===== config.mk =====
export PLATFORM = sky130hd
export DESIGN_NAME = serial_subtractor
export DESIGN_NICKNAME = d
export VERILOG_FILES = /design/src/rtl/serial_sub_pkg.sv /design/src/rtl/serial_subtractor_full_subtractor.sv /design/src/rtl/serial_subtractor.sv
export SDC_FILE = /design/constraint.sdc
export NUM_CORES = 1
export LEC_CHECK = 0
export CAP_MARGIN = 20
export CORE_UTILIZATION = 40
export DETAILED_ROUTE_END_ITERATION = 10
export PLACE_DENSITY = 0.66
export SLEW_MARGIN = 20
export SYNTH_ARGS = -nofsm -noshare
export SYNTH_HDL_FRONTEND = slang
export SYNTH_HIERARCHICAL = 1
export SYNTH_SLANG_ARGS = --single-unit
export TNS_END_PERCENT = 10

===== constraint.sdc =====
create_clock -name clk -period 1.12 [get_ports clk]
set_input_delay 0.112 -clock clk [delete_from_list [all_inputs] [get_ports clk]]
set_output_delay 0.112 -clock clk [all_outputs]
set_load 0.01 [all_outputs]

===== src/rtl/serial_sub_pkg.sv =====
// Shared definitions for the bit-serial subtractor: FSM state encoding and
// the default operand width.
package serial_sub_pkg;

    localparam int DEFAULT_WIDTH = 8;

    typedef enum logic [1:0] {
        IDLE = 2'd0,
        RUN  = 2'd1,
        DONE = 2'd2
    } state_t;

endpackage


===== src/rtl/serial_subtractor_full_subtractor.sv =====
// One-bit full subtractor: D = A - B - Bin, Bout is the borrow out.
// Purely combinational; the serial datapath reuses a single instance.
module full_subtractor (
    input  logic A,
    input  logic B,
    input  logic Bin,
    output logic D,
    output logic Bout
);

    assign D    = A ^ B ^ Bin;
    assign Bout = (~A & B) | (~(A ^ B) & Bin);

endmodule


===== src/rtl/serial_subtractor.sv =====
// Bit-serial subtractor: computes Diff = A - B - Bin (mod 2^WIDTH) one bit
// per clock, LSB first, and reports the final borrow in Bout.
// Optional feature: define SERIAL_SUB_OVERFLOW_EN to add output V, the
// registered two's-complement overflow flag of the result.
module serial_subtractor
    import serial_sub_pkg::*;
#(
    parameter int WIDTH = DEFAULT_WIDTH
) (
    input  logic             clk,
    input  logic             rst,
    input  logic             start,
    input  logic [WIDTH-1:0] A,
    input  logic [WIDTH-1:0] B,
    input  logic             Bin,
    output logic             busy,
    output logic             done,
    output logic [WIDTH-1:0] Diff,
    output logic             Bout
`ifdef SERIAL_SUB_OVERFLOW_EN
    ,
    output logic             V
`endif
);

    localparam int               CNT_W    = $clog2(WIDTH + 1);
    localparam logic [CNT_W-1:0] LAST_CNT = CNT_W'(WIDTH - 1);
    localparam logic [CNT_W-1:0] CNT_ONE  = CNT_W'(1);

    state_t           state_r;
    logic [WIDTH-1:0] a_sh_r;      // minuend, shifted right one bit per RUN edge
    logic [WIDTH-1:0] b_sh_r;      // subtrahend, shifted alongside
    logic [WIDTH-1:0] res_r;       // partial result, filled from the MSB side
    logic [CNT_W-1:0] cnt_r;       // RUN edges already taken
    logic             br_r;        // running borrow
    logic             busy_r;
    logic             done_r;
    logic [WIDTH-1:0] diff_r;
    logic             bout_r;
`ifdef SERIAL_SUB_OVERFLOW_EN
    logic             a_msb_r;     // operand sign bits kept for the overflow flag,
    logic             b_msb_r;     // since the shift registers lose them
    logic             v_r;
`endif

    logic             d_s;
    logic             br_next_s;
    logic [WIDTH-1:0] res_next_s;
    logic             last_s;

    full_subtractor u_full_subtractor (
        .A    (a_sh_r[0]),
        .B    (b_sh_r[0]),
        .Bin  (br_r),
        .D    (d_s),
        .Bout (br_next_s)
    );

    // Shift the new difference bit into the top of the partial result; after
    // WIDTH shifts the result is aligned without a final correction step.
    always_comb begin
        res_next_s            = res_r >> 1'b1;
        res_next_s[WIDTH-1]   = d_s;
        last_s                = (cnt_r == LAST_CNT);
    end

    // Control FSM and serial datapath; all outputs are registered here.
    always_ff @(posedge clk) begin
        if (rst) begin
            state_r <= IDLE;
            a_sh_r  <= {WIDTH{1'b0}};
            b_sh_r  <= {WIDTH{1'b0}};
            res_r   <= {WIDTH{1'b0}};
            cnt_r   <= {CNT_W{1'b0}};
            br_r    <= 1'b0;
            busy_r  <= 1'b0;
            done_r  <= 1'b0;
            diff_r  <= {WIDTH{1'b0}};
            bout_r  <= 1'b0;
`ifdef SERIAL_SUB_OVERFLOW_EN
            a_msb_r <= 1'b0;
            b_msb_r <= 1'b0;
            v_r     <= 1'b0;
`endif
        end else begin
            case (state_r)
                IDLE, DONE: begin
                    done_r <= 1'b0;
                    if (start) begin
                        a_sh_r  <= A;
                        b_sh_r  <= B;
                        br_r    <= Bin;
                        res_r   <= {WIDTH{1'b0}};
                        cnt_r   <= {CNT_W{1'b0}};
`ifdef SERIAL_SUB_OVERFLOW_EN
                        a_msb_r <= A[WIDTH-1];
                        b_msb_r <= B[WIDTH-1];
`endif
                        state_r <= RUN;
                        busy_r  <= 1'b1;
                    end else begin
                        state_r <= IDLE;
                        busy_r  <= 1'b0;
                    end
                end
                RUN: begin
                    // start is deliberately not looked at here
                    a_sh_r <= a_sh_r >> 1'b1;
                    b_sh_r <= b_sh_r >> 1'b1;
                    br_r   <= br_next_s;
                    res_r  <= res_next_s;
                    cnt_r  <= cnt_r + CNT_ONE;
                    if (last_s) begin
                        state_r <= DONE;
                        busy_r  <= 1'b0;
                        done_r  <= 1'b1;
                        diff_r  <= res_next_s;
                        bout_r  <= br_next_s;
`ifdef SERIAL_SUB_OVERFLOW_EN
                        v_r     <= (a_msb_r ^ b_msb_r) & (a_msb_r ^ res_next_s[WIDTH-1]);
`endif
                    end else begin
                        state_r <= RUN;
                        busy_r  <= 1'b1;
                        done_r  <= 1'b0;
                    end
                end
                default: begin
                    state_r <= IDLE;
                    busy_r  <= 1'b0;
                    done_r  <= 1'b0;
                end
            endcase
        end
    end

    assign busy = busy_r;
    assign done = done_r;
    assign Diff = diff_r;
    assign Bout = bout_r;
`ifdef SERIAL_SUB_OVERFLOW_EN
    assign V    = v_r;
`endif

endmodule

Yosys cells after proc, flatten, opt, wreduce, memory -nomap -nowiden
Index checks and enable logic that the tools add are counted.

Output and inout port bits: 11. Bits of input ports: 20. Bits in registers: 42. Logic and storage cells: 46.

$add $sub $neg: 1. Mux-type cells: 17. Reduce and logical (&&, ||, !) cells: 6. Bitwise operators: 8. Equality and inequality tests: 4.

Operator list (number): $pmux 8 s2 (3); $mux 8 (3); $pmux 4 s2 (1); $mux 1 (5); $add 4x1->4 const B (1); $eq 4x3->1 const B (1); $mux 4 (1); $pmux 1 s2 (2); $pmux 2 s2 (1); $reduce_and 2->1 (2); $reduce_or 2->1 (2); $not 1->1 (3); $and 1x1->1 (2); $eq 2x1->1 const B (1); $eq 2x2->1 const B (1); $logic_not 2->1 (1); $mux 2 (1); $ne 2x2->1 const B (1); $reduce_bool 2->1 (1); $xor 1x1->1 (2); $or 1x1->1 (1).

Depth between registers and ports, before layout
Gate-level depths: netlist of the first run.

Depth after elaboration: 5. Mapped depth: 5.

Cells and area by module
The synthesis of the first run kept the hierarchy.

By module, submodules not included: serial_subtractor (area an instance 1671.6 µm², cells each 180, times used 1, sequential area each 800.8 µm²); full_subtractor (area an instance 31.3 µm², cells each 4, times used 1, sequential area each 0.0 µm²).

Worst setup path after synthesis of the first run
No wires, ideal clock.

Kind: flip-flop to flip-flop. From: register state_r[0]. To: register bout_r (netlist: Bout). Data required time: 1.048 ns. Stages on the path, launching flop included: 6. Path slack: -0.162 ns. Arrival: 1.211 ns. Path buffers: 2. Cell sequence: dfxtp_1 nor2b_2 buf_6 and4b_4 buf_12 mux2i_1.

Cells in the longest elaborated chain, start to end: 2.

RTL lines: start, declared (line serial_subtractor.sv:30) `state_t state_r;`; start signal, assigned (line serial_subtractor.sv:70) `state_r <= IDLE;`; start signal, assigned (line serial_subtractor.sv:99) `state_r <= RUN;`; start signal, assigned (line serial_subtractor.sv:102) `state_r <= IDLE;`; $eq 2x1->1 (line serial_subtractor.sv:86) `case (state_r)`; $reduce_and 2->1 (no source line); end signal, assigned (line serial_subtractor.sv:118) `bout_r <= br_next_s;`; end, declared (line serial_subtractor.sv:39) `logic bout_r;`.

No other way between the ends. A chain may end at the register's enable or synchronous reset.

Final worst setup path of the first run
From: register state_r[0]. To: register cnt_r[3].

Cells in the longest elaborated chain, start to end: 4. Elaborated cells between the ends (all ways): 8.

RTL lines: $eq 2x2->1 / $logic_not 2->1 (equally long branches) (line serial_subtractor.sv:86); $reduce_or 2->1 (line serial_subtractor.sv:86); $ne 2x2->1 (no source line) / $reduce_bool 2->1 (equally long branches); $reduce_and 2->1 (no source line); end signal, assigned (line serial_subtractor.sv:74) `cnt_r <= {CNT_W{1'b0}};`; end signal, assigned (line serial_subtractor.sv:94) `cnt_r <= {CNT_W{1'b0}};`; end signal, assigned (line serial_subtractor.sv:112) `cnt_r <= cnt_r + CNT_ONE;`; end, declared (line serial_subtractor.sv:34) `logic [CNT_W-1:0] cnt_r;`.

Parallel ways exist; a longest one is shown, timed or not.

==> metrics.md, run 1 <==
| Metric | Value |
|---|---|
| CP startpoint kind | register |
| Slew Limit Fails | 0 |
| Total gr overflow | 0 |
| Max cap viols | 0 |
| Flip-flop and latch count after synthesis | 40 |
| Layout net count | 248 |
| Crit path DAT | approximately 1.4 ns |
| P_leak | a little under 0.0009 uW |
| Final hold violation count | 0 |
| Initial drt markers | 75 |
| Count of final setup violators | 23 |
| Clk pin slew, worst setup/hold paths | 0.08 ns |
| Status | finished with violations |
| RSZ-0062 raised after global routing | yes |
| Yosys cell types | 26 |
| Number of port buffers | 30 |
| Diodes inserted | 0 |
| Post-synth top flop | dfxtp_1 |
| Initial antenna violation count | 0 |
| Share of cells above drive strength 1 | 24.7% |
| First-pass GRT wire length | between 5 and 6 mm |
| Rel. slew slack | about nine tenths |
| # hold bufs at CTS | 0 |
| Post-synth EDFFs | 0 |
| YS warnings | 6 |
| Pre-CTS setup slack | -0.238 ns |
| Tcrit/Tclk final | 107% |
| Failing checks | setup timing |
| Core area | 4060 um2 |
| Post-synthesis cell count | approximately 180 |
| Detailed Route WL | 4.04 mm |
| Most used cells in the layout excluding fill and tap cells | 35 x dfxtp_1, 26 x nand3_1, 26 x a21oi_1, 19 x nand2b_1, 19 x clkdlybuf4s50_1 |
| Worst-Skew Late Latency | 0.29 ns |
| Tmin final | between 1 and 1.5 ns |
| Worst reg2reg setup slack | -0.08 ns |
| Avg WL per Cell | 14.6 um |
| Post-DRT Antenna Nets | 0 |
| Worst slew pin tran | roughly 0.15 ns |
| GR Util All Layers | between 15 and 20% |
| CP Max Fanout | 4 |
| Fmax | around 0.83 GHz |
| Syn Nets | a little over 200 |
| Worst min-delay path category | in -> reg |
| Asr flop ratio synth | 0% |
| Hpwl dp | roughly 2.6 mm |
| Root buffer cell | clkbuf_8 |
| Crit Path Class | reg -> reg |
| Drt first pass iters | 4 |
| PD cells | 1270 nW/um2 |
| Syn Area/Cell | ~9.3 um2 |
| Clock tree buffer depth | 2 |
| CTS tree | built |
| Fill count | roughly 350 |
| Die height | approximately 67 um |
| Peak VDD IR | about 0.64 mV |
| GP Congestion | slightly above 0.7 |
| Num CTS Buffers | 5 |
| Area added between synthesis and finish | 38.1% |
| Ports | 31 |
| Starting density of the core | a little over two fifths |
| DRC Markers | 0 |
| Vias in the first global route | 1372 |
| Row cnt | 23 |
| Setup ws final | -0.0789 ns |
| Htree depth | 2 |
| Most common cell after layout, fill and taps aside | dfxtp_1 |
| Via density per instance | 5.41 |
| Total number of vias | 1498 |
| Final Skew | about 0.005 ns |
| TNS Setup | -0.948 ns |
| Post-synthesis cell area | 1700 um2 |
| Full die area | around 4500 um2 |
| Clk sinks | 40 |
| Largest net degree at the start of global routing | 27 |
| Worst Setup End Kind | register |
| Sequential share of the synthesized area | ~47% |
| Crit path required time | about 1.3 ns |
| DIE WIDTH | 67.2 um |
[final cells by class]
class,instances,area (um2),area share [%]
Tap cell,50,62.6,2.66
Inverter,3,11.3,0.479
Timing Repair Buffer,51,503,21.4
Clock buffer,8,90.1,3.83
Multi-Input combinational cell,125,878,37.3
Sequential cell,40,807,34.3
[critical path, cell delays in order, from the launching register on]
cell and delay, ns:
dfxtp_2 0.36, nor2b_4 0.20, buf_4 0.16, nand4_1 0.10
mux2_2 0.28
[power breakdown]
| part | switching [uW] | internal, uW |
|---|---|---|
| clock network | 490 | 503 |
| registers | 36.3 | 1480 |
| logic | 220 | 254 |
[cells in the mapped netlist, types with 3 or more instances]
library cell   n  area [um2]
clkbuf_1       5        18.8
dfxtp_1       40         801
nand3_1       26         130
nand2_1       10        37.5
a22oi_1       15         113
a21oi_1       28         140
inv_1          3        11.3
nand2b_1      21         131
mux2i_1        9        90.1
buf_2          8        40.0
[logic make-up (layout without fill, tap and decap cells)]
logic type / after synthesis / after routing / share of synthesized area (%)
compound gates: 44 / 44 / 15.6
fa+ha+maj: 2 / 2 / 1.91
mux: 11 / 11 / 6.83
buf+inv: 20 / 62 / 6.83
simple gates: 67 / 68 / 21.8
flops: 40 / 40 / 47.0
[metrics by stage]
stage                     total power, uW  utilization [%]  area [um2]  hold slack (ns)  std cells
after floorplan                      1760                -        1710            0.248        184
after global placement               1930             52.9        2150            0.451        266
after detailed placement             1950             52.9        2150            0.463        266
after CTS                            2930             55.2        2240            0.378        274
after global routing                 3100             58.0        2350            0.407        277
final                                2980             58.0        2350            0.388        277
[registers in the layout (all words and copies together), names as in the netlist]
name and flops:
state_r 2, Diff 8, Bout 1, br_r 1, res_r 7, a_sh_r 8
cnt_r 4, b_sh_r 8, done 1
[what timing repair did]
action                                  in CTS  in global routing
pin swaps                                    1                  8
setup buffers                                0                  1
endpoints found under the hold margin        0                  0
cloned                                       0                  2
resized for setup                           17                 21
endpoints found under the setup margin      44                 40
[path summary, 6_finish.rpt]
kind / start / to / depth (start not counted)
hold reg to reg: b_sh_r[5] / b_sh_r[5] / 2
setup reg to reg: state_r[0] / cnt_r[3] / 4
hold / removal: A[7] / a_sh_r[7] / 3
setup / recovery: state_r[0] / cnt_r[3] / 4
[per-layer routing]
| metal | vias to the layer above | track usage, % | routed length (um) |
|---|---|---|---|
| met2 | 46 | 32.0 | 2070 |
| met5 | - | 0 | 0 |
| met1 | 718 | 20.2 | 1730 |
| li1 | 728 | - | - |
| met4 | 0 | 6.38 | 60 |
| met3 | 6 | 4.05 | 176 |
Power figures use the tool's default switching activity.
==> inputs of run 2 (changes only) <==
--- a/config.mk
+++ b/config.mk
@@ -6,9 +6,9 @@
 export NUM_CORES = 1
 export LEC_CHECK = 0
 export CAP_MARGIN = 20
-export CORE_UTILIZATION = 40
+export CORE_UTILIZATION = 46
 export DETAILED_ROUTE_END_ITERATION = 10
-export PLACE_DENSITY = 0.66
+export PLACE_DENSITY = 0.74
 export SLEW_MARGIN = 20
 export SYNTH_ARGS = -nofsm -noshare
 export SYNTH_HDL_FRONTEND = slang
==> run 2 against run 1 <==
Compared with the run above:
- the flow still finishes with violations (setup timing)
- largest power group unchanged
- design area is 5.0% higher
- register-to-register slack hardly changed
- wire length is 0.32% higher
- first-iteration DRC count is 45% lower
- total power is 2.5% higher
==> metrics.md, run 2 (synthesis results as in run 1) <==
| Metric | Value |
|---|---|
| Starting density of the core | roughly half |
| Diodes inserted | 0 |
| Crit-path leading delay family | simple AND/OR/NAND/NOR gates |
| Peak VDD IR | around 0.86 mV |
| Pre-CTS setup slack | -0.209 ns |
| Count of final setup violators | 27 |
| DRC Markers | 0 |
| Fill count | 268 |
| Worst Setup End Kind | register |
| Dpl cells | 262 |
| Final hold violation count | 0 |
| Row cnt | 21 |
| Worst-Skew Late Latency | just under 0.3 ns |
| Psw | 746 uW |
| Detailed Route WL | approximately 4 mm |
| Fin cells | roughly 280 |
| Slew Limit Fails | 0 |
| Full die area | 3950 um2 |
| Gr busiest metal | met2 |
| Sw Ratio | approximately 24% |
| Die height | between 60 and 70 um |
| Clk pin slew, worst setup/hold paths | roughly 0.07 ns |
| CP peak stage delay | roughly 0.38 ns |
| Worst-path cell chain | nor2b_4 -> and4b_4 -> mux2i_1 |
| Crit Path Class | reg -> reg |
| Most used cells in the layout excluding fill and tap cells | 35 x dfxtp_1, 25 x nand3_1, 23 x a21oi_1, 19 x nand2b_1, 19 x clkdlybuf4s50_1 |
| Num CTS Buffers | 5 |
| Rel. slew slack | slightly below 90% |
| Met1 GRT Util | 21.4% |
| Status | finished with violations |
| Clk pwr share | between 30% and 40% |
| Failing checks | setup timing |
| Largest net degree at the start of global routing | 27 |
| Drt first pass iters | 4 |
| Number of port buffers | 30 |
| Crit-path slowest cell | dfxtp_4 |
| Met3 global-route usage | roughly 4.6% |
| PD cells | around 1200 nW/um2 |
| Hpwl dp | 2.58 mm |
| Initial drt markers | just over 40 |
| CTS tree | built |
| P_leak | slightly above 0.0009 uW |
| Clk sinks | 40 |
| Multi-input logic area | 920 um2 |
| Area added between synthesis and finish | 45.0% |
| CP Max Fanout | 6 |
| Worst reg2reg setup slack | -0.08 ns |
| Core area | ~3400 um2 |
| Total gr overflow | 0 |
| Post-DRT Antenna Nets | 0 |
| Root buffer cell | clkbuf_8 |
| Crit path DAT | 1.41 ns |
| RSZ-0062 raised after global routing | yes |
| Fmax | 0.835 GHz |
| Combinational share of power | roughly 17% |
| FF+latch area | ~800 um2 |
| Share of cells above drive strength 1 | between 20 and 30% |
| Setup ws final | -0.0776 ns |
| Total number of vias | ~1.5k |
| Max cap viols | 0 |
| Clock tree buffer depth | 2 |
| Htree depth | 2 |
| Worst min-delay path category | in -> reg |
| Avg WL per Cell | 14.7 um |
| CP startpoint kind | register |
| Most common cell after layout, fill and taps aside | dfxtp_1 |
| Internal power | 2310 uW |
| Final Skew | 0.00190 ns |
| Worst Path Buf+Inv | 0 |
| Register share of total power | 49.6% |
| DIE WIDTH | ~63 um |
| Initial antenna violation count | 0 |
| GR Util All Layers | between 20% and 30% |
| M2 GR Usage | 37.5% |
| First-pass GRT wire length | approximately 6.1 mm |
| GP Congestion | 0.715 |
| Vias in the first global route | between 1k and 1.5k |
| Worst slew pin tran | between 0.15 and 0.2 ns |
| Tcrit/Tclk final | 107% |
| Layout net count | between 200 and 300 |
| Crit path required time | ~1.3 ns |
| Ports | 31 |
| Via density per instance | 5.55 |
| Tmin final | 1.20 ns |
## run 2: cell types whose count changed in the layout (fill, tap and decap cells not counted), sizes merged
cell	before	now
buf	20	23
clkbuf	10	9
## run 2: power by group through the flow
stage	registers [uW]	clock network [uW]	logic [uW]
2_1_floorplan	1530	0	225
3_3_place_gp	1530	0	418
3_5_place_dp	1540	0	433
4_1_cts	1510	1030	458
5_1_grt	1520	1100	556
6_report	1520	1020	521
## run 2: final timing paths
path	cells after the start	from	end
max	3	state_r[0]	Diff[7]
min	3	B[7]	b_sh_r[7]
max reg2reg	3	state_r[0]	Diff[7]
min reg2reg	2	b_sh_r[0]	b_sh_r[0]
## run 2: repair_timing
item | 4_1_cts | 5_1_grt
gates resized for setup | 26 | 21
endpoints found under the setup margin | 39 | 40
hold buffers | 0 | 0
pin swaps | 8 | 10
buffers inserted | 3 | 1
cloned | 1 | 1
## run 2: tightest hold or removal path: cells and delay by family
| family | cells | cell delay, ns |
|---|---|---|
| compound gates | 1 | 0.06 |
| buf+inv | 1 | 0.40 |
| simple gates | 1 | 0.06 |
## run 2: metrics by stage
stage / TNS (ns) / utilization [%] / total power [uW] / cell area (um2) / hold WS (ns)
6_report: -1.09 / 71.8 / 3050 / 2470 / 0.384
5_1_grt: -2.43 / 71.8 / 3180 / 2470 / 0.396
4_1_cts: -0.707 / 68.7 / 3000 / 2370 / 0.384
2_1_floorplan: -1.42 / - / 1760 / 1710 / 0.248
3_3_place_gp: -2.63 / 63.7 / 1950 / 2190 / 0.450
3_5_place_dp: -4.48 / 63.7 / 1970 / 2190 / 0.454
## run 2: layout make-up
type                       instances  share of cell area, %
timing repair buffer              54                   23.3
multi-input combinational        125                   37.2
clock buffer                       7                   3.90
sequential                        40                   32.8
tap                               46                   2.33
inverter                           3                  0.456
## run 2: routing by layer
layer,wire (um),part of all wire (%),vias up
li1,-,-,733
met1,1560,38,725
met2,2130,53,58
met3,270,6.7,11
met4,92,2.3,0
met5,0,0,-
